==> config.mk <==
export PLATFORM = sky130hd
export DESIGN_NAME = cntr8_sched
export DESIGN_NICKNAME = d
export VERILOG_FILES = /design/src/rtl/cntr8_sched.sv
export SDC_FILE = /design/constraint.sdc
export NUM_CORES = 1
export LEC_CHECK = 0
export ABC_AREA = 1
export CAP_MARGIN = 10
export CORE_MARGIN = 10
export CORE_UTILIZATION = 45
export DETAILED_ROUTE_END_ITERATION = 8
export PLACE_DENSITY = 0.8
export SYNTH_ARGS = -nofsm -noshare
export SYNTH_HDL_FRONTEND = slang
export SYNTH_SLANG_ARGS = --single-unit
==> constraint.sdc <==
create_clock -name clk -period 2.25 [get_ports clk]
set_input_delay 0.225 -clock clk [delete_from_list [all_inputs] [get_ports clk]]
set_output_delay 0.225 -clock clk [all_outputs]
set_load 0.005 [all_outputs]
==> src/rtl/cntr8_sched.sv <==
// cntr8_sched: round-robin command scheduler driving the load/inc pins of an 8-bit counter.
module cntr8_sched (
  input  logic       clk,
  input  logic       reset_n,
  input  logic       req0_valid,
  input  logic       req1_valid,
  input  logic [1:0] req0_op,
  input  logic [1:0] req1_op,
  input  logic [7:0] req0_arg,
  input  logic [7:0] req1_arg,
  output logic       req0_ready,
  output logic       req1_ready,
  input  logic       abort,
  output logic       cnt_load,
  output logic       cnt_inc,
  output logic [7:0] cnt_d_in,
  input  logic [7:0] cnt_d_out,
  output logic       done_valid,
  output logic       done_id,
  output logic       done_err,
  output logic [7:0] done_val,
  output logic [1:0] o_state
);
  typedef enum logic [1:0] {IDLE = 2'b00, LOAD = 2'b01, RUN = 2'b10, DONE = 2'b11} state_t;
  state_t     state, state_d;
  logic       ptr, id_q, err_q, err_d, accept, sel;
  logic [1:0] op_q, op_in;
  logic [7:0] arg_q, arg_in, rem;
  always_comb begin
    req0_ready = state == IDLE && req0_valid && (!req1_valid || !ptr);
    req1_ready = state == IDLE && req1_valid && (!req0_valid || ptr);
    accept     = req0_ready || req1_ready;
    sel        = req1_ready;
    op_in      = sel ? req1_op : req0_op;
    arg_in     = sel ? req1_arg : req0_arg;
    state_d    = state;
    err_d      = err_q;
    case (state)
      IDLE: if (accept) begin
        state_d = op_in == 2'b00 ? LOAD : (op_in == 2'b11 || arg_in == 8'd0) ? DONE : RUN;
        err_d   = op_in == 2'b11;
      end
      LOAD: begin
        state_d = DONE;
        err_d   = abort;
      end
      RUN: begin
        state_d = (abort || rem == 8'd1) ? DONE : RUN;
        err_d   = abort;
      end
      default: state_d = IDLE;
    endcase
  end
  always_ff @(posedge clk or negedge reset_n) begin
    if (!reset_n) begin
      state <= IDLE;
      ptr   <= 1'b0;
      id_q  <= 1'b0;
      err_q <= 1'b0;
      op_q  <= 2'b00;
      arg_q <= 8'd0;
      rem   <= 8'd0;
    end else begin
      state <= state_d;
      err_q <= err_d;
      if (accept) begin
        ptr   <= !sel;
        id_q  <= sel;
        op_q  <= op_in;
        arg_q <= arg_in;
        rem   <= arg_in;
      end else if (state == RUN) begin
        rem <= rem - 8'd1;
      end
    end
  end
  // Outside RUN the counter reloads itself (or arg_q in LOAD), so it never free-runs.
  always_comb begin
    cnt_load   = state != RUN;
    cnt_inc    = state == RUN && op_q == 2'b01;
    cnt_d_in   = state == LOAD ? arg_q : cnt_d_out;
    done_valid = state == DONE;
    done_id    = done_valid && id_q;
    done_err   = done_valid && err_q;
    done_val   = cnt_d_out;
    o_state    = state;
  end
endmodule

==> flow_metrics.tcl <==
set metrics [dict create \
    utilization_pct 66.19 \
    synth_seq_area_share_pct 35.36 \
    ant_nets 0 \
    post_drt_via_cell_ratio 4.861 \
    rsz0062_at_grt "false" \
    wl_per_cell_um 13.56 \
    synth_nets 271 \
    syn_avg_cell_area_um2 7.016 \
    die_w_um 80.15 \
    final_cell_mix "clkdlybuf4s50_1, nand2_1, inv_1" \
    placementRows 21 \
    synthMuxAreaShare_pct 0 \
    ir_drop_uv 681.4 \
    synth_edf_count 0 \
    clockBufferDepth 2 \
    fin_nets 325 \
    cp_cell_sequence "buf_4 -> ha_1 -> buf_4 -> a21oi_1 -> clkdlybuf4s50_1" \
    pin_count 58 \
    dieArea_um2 6423 \
    ys_types 27 \
    synthXorXnorAreaFrac_pct 0.5380 \
    post_dp_cell_area_um2 2187 \
    drt-initial-drc-count 106 \
    core-area_um2 3416 \
    start_util_pct 47.66 \
    area_growth_pct 38.89 \
    track_usage_pct 13.74 \
    cts-root-buf "clkbuf_4" \
    grt_pass1_vias 1556 \
    synthFlopType "dfrtp_1" \
    cts_tree "built" \
    cts_inserted_buffers 3 \
    fin_area_um2 2261 \
    async_flop_share_pct 100.0 \
    min_period_over_period_pct 95.69 \
    io_buffers 57 \
    max_stage_delay_ps 520 \
    grt.overflow.total 0 \
    critPathSlowestCell "clkdlybuf4s50_1" \
    final-setup-viol-count 0 \
    status "finished clean" \
    grt_max_degree 24 \
    finalSetupTns_ps 0 \
    n_fill_cell 315 \
    diodes 0 \
    htreeDepth 1 \
    antenna_found_initial 0 \
    clock_latency_ps 320 \
    drt_wl_total_um 4490 \
    final_common_cell "clkdlybuf4s50_1" \
    synth_compound_area_share_pct 16.06 \
    gp_congestion 0.8501 \
    timing.slew.headroom_pct 79.90 \
    hold_class "in2async" \
    pre_cts_ws_ps 270.8 \
    dp_hpwl_um 3683 \
    cp_common_cell "buf_4" \
    crit_arrival_ps 1930 \
    critPathCaptureType "output pin" \
    fmax_ghz 0.4645 \
    fin_crit_ps 2153 \
    worst_pin_slew_ps 301.5 \
    crit_path_max_fanout 17 \
    maxCapViolations 0 \
    hold_viol_final 0 \
    ys_ff_latch 23 \
    cp_data_required_time_ps 2030 \
    drive_gt1_share_pct 8.421 \
    clkSinkCount 23 \
    yosys_warnings 0 \
    clk_pin_slew_ps 140 \
    powerDensity_nw_per_um2 1128 \
    critPathLaunchType "flop" \
    synth_top_family_by_area "simple AND/OR/NAND/NOR gates" \
    clock_skew_ps 4.804 \
    synth-simple-area-share_pct 27.29 \
    crit_type "reg2out" \
    drt-pass1-iter-count 4 \
    die_h_um 80.15 \
    vias 1609 \
    grt_pass1_wl_um 7196 \
    syn_area_um2 1628 \
    fin_ws_ps 96.95 \
    p_total_w 0.002550 \
    synthCells 232 \
    power_leakage_nw 1.148 \
    cts_hold_buf 0 \
    slew_violations 0 \
    synthAdderAreaFrac_pct 4.612 \
    drc 0 \
]
-- per-layer routing --
metal / global-route usage, % / vias up / wire (µm)
li1: - / 841 / -
met1: 16.87 / 724 / 1985
met2: 23.76 / 42 / 2210
met3: 3.341 / 2 / 259
met4: 2.641 / 0 / 34
met5: 0 / - / 0
-- timing repair --
item                                    CTS  global route
resized for setup                         2             7
buffers inserted                          2             0
endpoints found under the setup margin    1             5
-- cell families (layout without fill, tap and decap cells) --
kind of cell	after synthesis	in the layout
flops	23	23
xor+xnor	1	1
buf+inv	58	111
compound gates	46	46
fa+ha+maj	6	6
simple gates	98	98
-- sequential cells by signal, indices dropped and copies added (netlist names) --
name     flops
rem          8
op_q         2
err_q        1
arg_q        8
id_q         1
ptr          1
o_state      2
-- critical path, delay by kind of cell (launching register included) --
| family | cells | cell delay (ps) |
|---|---|---|
| compound gates | 1 | 140 |
| buf+inv | 3 | 860 |
| flops | 1 | 420 |
| fa+ha+maj | 1 | 180 |
-- worst paths after layout --
path	start	endpoint	slack, ps	cells after the start
setup reg to reg	o_state[1]	o_state[0]	520	14
max in group asynchronous	reset_n	rem[0]	1780	2
min in group clk	id_q	id_q	510	2
hold reg to reg	id_q	id_q	510	2
setup / recovery	o_state[0]	cnt_d_in[7]	100	5
hold / removal	reset_n	arg_q[2]	240	2
-- through the flow --
step / std cells / hold WS, ps
2_1_floorplan: 232 / -70.59
3_3_place_gp: 325 / 482.2
3_5_place_dp: 325 / 482.1
4_1_cts: 331 / 256.0
5_1_grt: 331 / 277.5
6_report: 331 / 244.7
-- Yosys cell counts, types with 2 or more instances --
master | number | area (µm²)
nor2_1 | 18 | 67.56
o211ai_1 | 3 | 22.52
nand2_2 | 7 | 43.79
dfrtp_1 | 23 | 575.6
a21oi_1 | 17 | 85.08
ha_1 | 6 | 75.07
inv_1 | 43 | 161.4
clkbuf_1 | 2 | 7.510
buf_4 | 9 | 67.56
nand3b_1 | 7 | 52.55
o221ai_1 | 2 | 17.52
o21ai_0 | 17 | 85.08
o21bai_1 | 2 | 15.01
nand3_1 | 12 | 60.06
nand2_4 | 2 | 22.52
nand2_1 | 51 | 191.4
-- where the power goes --
part | internal [W] | switching, W | total, W
combinational | 0.000703 | 0.000907 | 0.00161
clock | 0.0000667 | 0.000142 | 0.000208
sequential | 0.000625 | 0.000107 | 0.000732
-- area by class of cell --
type	count	area, µm²	area share, %
Tap cell	46	57.56	2.546
Inverter	45	173.9	7.692
Multi-Input combinational cell	151	810.8	35.86
Clock buffer	3	22.52	0.9961
Sequential cell	23	575.6	25.46
Timing Repair Buffer	62	615.6	27.23
Clock inverter	1	5.005	0.2214
No activity file was read; power rests on OpenSTA's default activity.
